<file path="src/rtl/arith_pkg.sv">
// Shared arithmetic-unit package: operand width and the divider state encoding.
package arith_pkg;

  localparam int DATA_WIDTH = 64;

  typedef enum logic [1:0] {
    IDLE = 2'd0,
    WORK = 2'd1,
    DONE = 2'd2
  } div_state_t;

endpackage

</file>
<file path="src/rtl/divider_if.sv">
// Divider issue/result bundle.
//
// Handshake: the master holds op_a_i/op_b_i and raises enable_i; the slave
// accepts only while idle (the accept cycle is the one where enable_i=1 and
// state_o==IDLE). busy_o is high while the quotient is being built. ready_o
// is a single-cycle pulse marking quotient_o/remainder_o/div_by_zero_o valid;
// those outputs then hold until the next ready_o pulse. enable_i outside IDLE
// is dropped, never queued.
interface divider_if
  import arith_pkg::*;
#(
  parameter int DATA_WIDTH = arith_pkg::DATA_WIDTH
);

  logic [DATA_WIDTH-1:0] op_a_i;
  logic [DATA_WIDTH-1:0] op_b_i;
  logic                  enable_i;
  logic                  busy_o;
  logic                  ready_o;
  logic [DATA_WIDTH-1:0] quotient_o;
  logic [DATA_WIDTH-1:0] remainder_o;
  logic                  div_by_zero_o;
  div_state_t            state_o;

  modport slave (
    input  op_a_i, op_b_i, enable_i,
    output busy_o, ready_o, quotient_o, remainder_o, div_by_zero_o, state_o
  );

  modport master (
    output op_a_i, op_b_i, enable_i,
    input  busy_o, ready_o, quotient_o, remainder_o, div_by_zero_o, state_o
  );

endinterface

</file>
<file path="src/rtl/divider_step.sv">
// One restoring-division iteration: shift in the next dividend bit, try to
// subtract the divisor, keep the difference if it did not go negative.
module div_step
  import arith_pkg::*;
#(
  parameter int DATA_WIDTH = arith_pkg::DATA_WIDTH
) (
  input  logic [DATA_WIDTH:0]   rem_i,
  input  logic                  q_msb_i,
  input  logic [DATA_WIDTH-1:0] divisor_i,
  output logic [DATA_WIDTH:0]   rem_o,
  output logic                  q_bit_o
);

  // The partial remainder is always below the divisor, so its top bit is
  // never set on entry; only the low DATA_WIDTH bits are shifted onward.
  logic                unused_rem_msb;
  logic [DATA_WIDTH:0] shifted;
  logic [DATA_WIDTH:0] trial;

  assign unused_rem_msb = rem_i[DATA_WIDTH];

  // Trial subtraction; a set MSB means the shifted remainder was too small.
  always_comb begin
    shifted = {rem_i[DATA_WIDTH-1:0], q_msb_i};
    trial   = shifted - {1'b0, divisor_i};
    q_bit_o = ~trial[DATA_WIDTH];
    rem_o   = trial[DATA_WIDTH] ? shifted : trial;
  end

endmodule

</file>
<file path="src/rtl/divider.sv">
// Iterative unsigned radix-2 restoring divider, one quotient bit per clock.
module divider
  import arith_pkg::*;
#(
  parameter int DATA_WIDTH = arith_pkg::DATA_WIDTH
) (
  input  logic      clk_i,
  input  logic      rsn_i,
  divider_if.slave  bus
);

  localparam int CW = $clog2(DATA_WIDTH);

  div_state_t            state_q, state_d;
  logic [CW-1:0]         cnt_q, cnt_d;
  logic [DATA_WIDTH:0]   rem_q, rem_d;
  logic [DATA_WIDTH-1:0] q_q, q_d;
  logic [DATA_WIDTH-1:0] div_q, div_d;
  logic [DATA_WIDTH-1:0] quot_q, quot_d;
  logic [DATA_WIDTH-1:0] remo_q, remo_d;
  logic                  dbz_q, dbz_d;

  logic [DATA_WIDTH:0]   step_rem;
  logic                  step_bit;
  logic                  last_step;

  div_step #(.DATA_WIDTH(DATA_WIDTH)) u_step (
    .rem_i     (rem_q),
    .q_msb_i   (q_q[DATA_WIDTH-1]),
    .divisor_i (div_q),
    .rem_o     (step_rem),
    .q_bit_o   (step_bit)
  );

  assign last_step = (cnt_q == CW'(DATA_WIDTH - 1));

  // State, datapath and result registers; reset discards any in-flight work.
  always_ff @(posedge clk_i or negedge rsn_i) begin
    if (!rsn_i) begin
      state_q <= IDLE;
      cnt_q   <= '0;
      rem_q   <= '0;
      q_q     <= '0;
      div_q   <= '0;
      quot_q  <= '0;
      remo_q  <= '0;
      dbz_q   <= 1'b0;
    end else begin
      state_q <= state_d;
      cnt_q   <= cnt_d;
      rem_q   <= rem_d;
      q_q     <= q_d;
      div_q   <= div_d;
      quot_q  <= quot_d;
      remo_q  <= remo_d;
      dbz_q   <= dbz_d;
    end
  end

  // Next-state and datapath updates; results load only on entry to DONE.
  always_comb begin
    state_d = state_q;
    cnt_d   = cnt_q;
    rem_d   = rem_q;
    q_d     = q_q;
    div_d   = div_q;
    quot_d  = quot_q;
    remo_d  = remo_q;
    dbz_d   = dbz_q;
    case (state_q)
      IDLE: begin
        if (bus.enable_i) begin
          q_d   = bus.op_a_i;
          div_d = bus.op_b_i;
          rem_d = '0;
          cnt_d = '0;
          if (bus.op_b_i == '0) begin
            // Divide by zero short-circuits straight to the result cycle.
            state_d = DONE;
            quot_d  = '1;
            remo_d  = bus.op_a_i;
            dbz_d   = 1'b1;
          end else begin
            state_d = WORK;
          end
        end
      end
      WORK: begin
        rem_d = step_rem;
        q_d   = {q_q[DATA_WIDTH-2:0], step_bit};
        cnt_d = cnt_q + 1'b1;
        if (last_step) begin
          state_d = DONE;
          quot_d  = {q_q[DATA_WIDTH-2:0], step_bit};
          remo_d  = step_rem[DATA_WIDTH-1:0];
          dbz_d   = 1'b0;
        end
      end
      DONE: begin
        state_d = IDLE;
      end
      default: begin
        state_d = IDLE;
      end
    endcase
  end

  // Outputs are decodes of registered state only.
  always_comb begin
    bus.busy_o        = (state_q == WORK);
    bus.ready_o       = (state_q == DONE);
    bus.quotient_o    = quot_q;
    bus.remainder_o   = remo_q;
    bus.div_by_zero_o = dbz_q;
    bus.state_o       = state_q;
  end

endmodule

</file>
<file path="src/flat_wrapper.sv">
// flat-port wrapper written by rule: the top's interface ports become plain ports
module divider_flat import arith_pkg::*;
#(
  parameter int DATA_WIDTH = arith_pkg::DATA_WIDTH
)
  (clk_i, rsn_i, bus_op_a_i, bus_op_b_i, bus_enable_i, bus_busy_o, bus_ready_o, bus_quotient_o, bus_remainder_o, bus_div_by_zero_o, bus_state_o);
  divider_if #(.DATA_WIDTH(DATA_WIDTH)) bus_i ();
  input  logic clk_i;
  input  logic rsn_i;
  input wire logic [$bits(bus_i.op_a_i)-1:0] bus_op_a_i;
  input wire logic [$bits(bus_i.op_b_i)-1:0] bus_op_b_i;
  input wire logic [$bits(bus_i.enable_i)-1:0] bus_enable_i;
  output wire logic [$bits(bus_i.busy_o)-1:0] bus_busy_o;
  output wire logic [$bits(bus_i.ready_o)-1:0] bus_ready_o;
  output wire logic [$bits(bus_i.quotient_o)-1:0] bus_quotient_o;
  output wire logic [$bits(bus_i.remainder_o)-1:0] bus_remainder_o;
  output wire logic [$bits(bus_i.div_by_zero_o)-1:0] bus_div_by_zero_o;
  output wire logic [$bits(bus_i.state_o)-1:0] bus_state_o;
  assign bus_i.op_a_i = bus_op_a_i;
  assign bus_i.op_b_i = bus_op_b_i;
  assign bus_i.enable_i = bus_enable_i;
  assign bus_busy_o = bus_i.busy_o;
  assign bus_ready_o = bus_i.ready_o;
  assign bus_quotient_o = bus_i.quotient_o;
  assign bus_remainder_o = bus_i.remainder_o;
  assign bus_div_by_zero_o = bus_i.div_by_zero_o;
  assign bus_state_o = bus_i.state_o;
  divider #(.DATA_WIDTH(DATA_WIDTH)) u_core (.clk_i(clk_i), .rsn_i(rsn_i), .bus(bus_i));
endmodule
</file>
<file path="config.mk">
export PLATFORM = sky130hd
export DESIGN_NAME = divider_flat
export DESIGN_NICKNAME = d
export VERILOG_FILES = /design/src/rtl/arith_pkg.sv /design/src/rtl/divider_if.sv /design/src/rtl/divider_step.sv /design/src/rtl/divider.sv /design/src/flat_wrapper.sv
export SDC_FILE = /design/constraint.sdc
export NUM_CORES = 1
export LEC_CHECK = 0
export BUFFER_PORTS_ARGS = -buffer_cell sky130_fd_sc_hd__buf_2
export CAP_MARGIN = 40
export CELL_PAD_IN_SITES_DETAIL_PLACEMENT = 1
export CELL_PAD_IN_SITES_GLOBAL_PLACEMENT = 2
export CORE_ASPECT_RATIO = 0.9
export CORE_UTILIZATION = 31
export DETAILED_ROUTE_END_ITERATION = 12
export GPL_TIMING_DRIVEN = 1
export PLACE_DENSITY_LB_ADDON = 0.1
export SLEW_MARGIN = 40
export SYNTH_ARGS = -nofsm -noshare
export SYNTH_HDL_FRONTEND = slang
export SYNTH_SLANG_ARGS = --single-unit
export TNS_END_PERCENT = 10
</file>
<file path="constraint.sdc">
create_clock -name clk_i -period 2.9 [get_ports clk_i]
set_input_delay 0.29 -clock clk_i [delete_from_list [all_inputs] [get_ports clk_i]]
set_output_delay 0.29 -clock clk_i [all_outputs]
set_load 0.1 [all_outputs]
</file>
Yosys cells after proc, flatten, opt, wreduce, memory -nomap -nowiden --
Index checks and enable logic that the tools add are counted.
Operators by class: add/sub/neg operators 2, equal/unequal tests 6, multiplexer cells 23, bitwise operators 1, reduce and logical (&&, ||, !) cells 7
Operator list (number):
- 64-bit 2-to-1 mux | 9
- 64-bit one-hot mux with 2 select lines | 4
- 65-bit by 64-bit subtractor with 65-bit output | 1
- 64-bit zero test | 1
- 6-bit one-hot mux with 2 select lines | 1
- 6-bit by 1-bit adder with 6-bit output, second input constant | 1
- 6-bit equality test, second input constant | 1
- 2-bit 2-to-1 mux | 3
- 6-bit 2-to-1 mux | 1
- 2-bit AND reduction | 3
- 2-bit by 1-bit inequality test with 1-bit output, second input constant | 2
- 2-bit one-hot mux with 2 select lines | 1
- 4-bit AND reduction | 1
- 1-bit 2-to-1 mux | 3
- 2-bit by 1-bit equality test with 1-bit output, second input constant | 1
- 2-bit equality test, second input constant | 1
- 2-bit zero test | 1
- 2-bit inequality test, second input constant | 1
- 1-bit one-hot mux with 2 select lines | 1
- 2-bit nonzero test | 1
- 1-bit inverter | 1
Word-level totals: bits in registers 329, output and inout bits 133, word-level logic and storage cells 47

Depth between registers and ports, before layout --
word-level depth 4, gate-level depth with buffers 16, depth with buffers taken out 14

Hierarchy --
From an unflattened synthesis, not the netlist that was laid out.
Unflattened totals: cell total of the unflattened synthesis 1871, area, all modules 17982.2 µm²
By module, submodules not included:
- divider | times used 1, cells an instance 1135, area each 13088.8 µm², sequential area each 8257.9 µm²
- div_step | times used 1, cells an instance 736, area each 4893.4 µm², sequential area each 0.0 µm²

Least setup slack after synthesis --
OpenSTA, ideal clock, no wires.
path kind reg2reg, start point reg u_core.rem_q[42], end point reg u_core.remo_q[14], in the netlist u_core.bus.remainder_o[14], setup time 67 ps, data arrival time 3132 ps, path slack -299 ps, stages on the path, launching flop included 13, buffers on the path 2, cells stage by stage dfrtp_1 > ha_1 > buf_2 > nand4_1 > or3_1 > or4_1 > o211ai_2 > a31oi_1 > a211oi_4 > buf_4 > mux2_2 > o211ai_1 > o21a_1
Between the ends: cells in the longest elaborated chain, start to end 4
Ends and longest elaborated chain:
- start, declared | line divider.sv:16 | logic [DATA_WIDTH:0] rem_q, rem_d;
- start signal, assigned | line divider.sv:51 | rem_q <= rem_d;
- 65-bit by 64-bit subtractor with 65-bit output | line divider_step.sv:26 | trial = shifted - {1'b0, divisor_i};
- 64-bit 2-to-1 mux | line divider_step.sv:28 | rem_o = trial[DATA_WIDTH] ? shifted : trial;
- 64-bit 2-to-1 mux | line divider.sv:92 | if (last_step) begin
- 64-bit one-hot mux with 2 select lines | line divider.sv:70 | case (state_q)
- end signal, assigned | line divider.sv:55 | remo_q <= remo_d;
- end, declared | line divider.sv:20 | logic [DATA_WIDTH-1:0] remo_q, remo_d;
No other way between the ends. The select of a mux whose other input is x is not followed. A chain may end at the register's enable or synchronous reset.

Final worst setup path --
start point reg u_core.rem_q[40], end point reg u_core.remo_q[26], in the netlist u_core.bus.remainder_o[26]
The elaborated chain is that of the path after synthesis.

==> flow_summary.toml <==
[run_status]
status = "finished, violations left"
violations = "setup timing"

[floorplan]
die_h_um = 230
rows = 83
pin_count = 264
die_x_um = 256
initial_core_util_pct = 31.4
dieArea_um2 = 58900
coreArea_um2 = 57100

[timing]
max_slew_margin_pct = 50.3
skew_ns = 0.0215
max_freq_ghz = 0.282
worstMarginPinSlew_ns = 0.745
hold_violations = 0
layout_setup_ws_ns = -0.649
setup_viol = 130
timing.final.crit_period_ns = 3.55
maxSlewViolCount = 0
rsz0062_at_grt = "yes"
period_share_pct = 122

[synth]
ys_types = 63
synthArstFlopShare_pct = 100
yosysMostFrequentCell = "nand2_1"
synth_top_cell_area_share_pct = 45.9
syn-num-nets = 2304
yosysTopAreaCell = "dfrtp_1"
ys_seq_elements = 329
ys.flop_type = "dfrtp_1"
avgSynthCellArea_um2 = 8.52
synthTopCellsByArea = "dfrtp_1, nand2_1, nor2_1"
synthCells = 2107
synth_area_um2 = 17900
synth_common_cells = "nand2_1, dfrtp_1, nor2_1, o21ai_0, a21oi_1"
seq_area_frac_synth_pct = 45.9
synth_edf_count = 0
synth_warnings = 0

[grt]
grt_pass1_wl_um = 117000
gr-usage-met3_pct = 2.82
grt_pass1_vias = 19900
grtUsageMet1_pct = 30.6
antenna_found_initial = 3
grt_max_degree = 110
overflow = 0
globalRouteTotalUtil_pct = 25.8
grt_busiest_layer = "met2"
grt_use_met2_pct = 47.7

[min_path]
min_path_type = "in2reg"

[final_layout]
drive_gt1_share_pct = 33.3
nNetsFinal = 2989
syn2layout_area_growth_pct = 47.0
diodes = 0
finalNonFillerCells = 3585

[route]
post_drt_wl_per_cell_um = 21.3
vias = 18300
postRouteAntennaNets = 0
dr.pass1.iters = 7
routed_via_density = 5.10
drc = 0
drtIter0Drc = 943
wirelength_um = 76500

[cts]
cts_buffers = 40
root_buffer = "clkbuf_16"
cts.path.max_buffers = 3
htree_levels = 2
cts_sinks = 329
clkTransAtPathRegs_ns = 0.06
tritoncts = "yes"
clk_latency_ns = 0.57

[place]
gp_congestion = 0.901
io_buffers = 263
hpwl_um = 57900
dp_cells = 3438

[setup_path]
crit_path_end_kind = "flip-flop"
crit_path_start_kind = "flip-flop"
critPathRequiredTime_ns = 3.35
arrival_ns = 4.00
crit_type = "reg2reg"
cp_max_fo = 5

[run]
maxCapViolations = 0
[cell usage in the layout (no fill, tap or decap), drive strengths merged, types with 29 or more instances in the layout]
cell         instances
a21o                54
a21oi              166
a31oi               82
buf                741
clkbuf              61
dfrtp              329
dlygate4sd3         38
ha                  65
inv                 88
mux2i               38
nand2              345
nor2               260
o211ai              35
o21a                31
o21ai              175
xnor2               32
xor2                29
[path summary, 6_finish.rpt]
kind,to,startpoint,slack (ns),depth (start not counted)
max,u_core.bus.remainder_o[26],u_core.rem_q[40],-0.65,13
min,u_core.q_q[61],bus_op_a_i[61],0.02,3
max reg2reg,u_core.bus.remainder_o[26],u_core.rem_q[40],-0.65,13
min reg2reg,u_core.bus.remainder_o[23],u_core.bus.remainder_o[23],0.48,1
max in group asynchronous,u_core.bus.remainder_o[48],rsn_i,1.74,3
min in group asynchronous,u_core.div_q[21],rsn_i,0.30,2
[per-stage QoR]
| stage | instance area (um^2) | worst slack [ns] | TNS (ns) | hold WS [ns] | utilization (%) |
|---|---|---|---|---|---|
| after global placement | 23300 | -0.925 | -112.94 | 0.346 | 40.8 |
| final | 26400 | -0.649 | -68.27 | 0.0161 | 46.2 |
| after floorplan | 18000 | -0.275 | -23.54 | -0.00559 | - |
| after detailed placement | 23300 | -0.950 | -118.67 | 0.349 | 40.8 |
| after CTS | 25900 | -0.655 | -68.68 | 0.00406 | 45.3 |
| after global routing | 26400 | -0.776 | -84.72 | 0.0217 | 46.2 |
[cells by family (layout without fill, tap and decap cells)]
logic type / Yosys count / in the layout / synth area share, %
xor+xnor: 61 / 61 / 2.98
simple gates: 752 / 752 / 17.7
fa+ha+maj: 66 / 66 / 4.64
compound gates: 631 / 631 / 21.5
mux: 43 / 43 / 2.43
flops: 329 / 329 / 45.9
buf+inv: 225 / 938 / 4.89
[worst max-delay path, stage by stage, from the launching register on]
cell and delay, ns:
dfrtp_1 0.44, ha_1 0.34, nand4_1 0.17, or3_1 0.42, or4_1 0.43, o211ai_2 0.27
a31oi_4 0.14, a211oi_4 0.22, buf_6 0.18, buf_12 0.15, buf_12 0.14, mux2i_4 0.27
o211ai_1 0.11, o21a_1 0.13
[layout make-up]
type                       instances  area (um^2)
inverter                          88          338
tap                              765          957
timing repair buffer             780         5800
clock inverter                    10          168
fill                            6644        30700
multi-input combinational       1553         9720
sequential                       329         8230
clock buffer                      60         1160
[state kept, by name (all words and copies together) (netlist names)]
register	count
u_core.bus.state_o	2
u_core.cnt_q	6
u_core.bus.remainder_o	64
u_core.div_q	64
u_core.bus.quotient_o	64
u_core.q_q	64
u_core.rem_q	64
u_core.bus.div_by_zero_o	1
[routing by layer]
layer  vias to the layer above  wire [um]
met5                         -         27
met4                         4       2710
met3                       113       2080
met2                       318      40000
met1                      9119      31700
li1                       8727          -
[timing repair]
action                                  CTS  global route
gates resized for setup                 159            81
pin swaps                                37            19
setup buffers                            28             9
hold endpoints to repair                 97             0
endpoints found under the setup margin  130           138
gates cloned                              3             1
hold buffers                             38             0
Power is left out: the tool's default activity adds up to more than one toggle a clock period on the data nets, which glitch-free logic cannot reach.
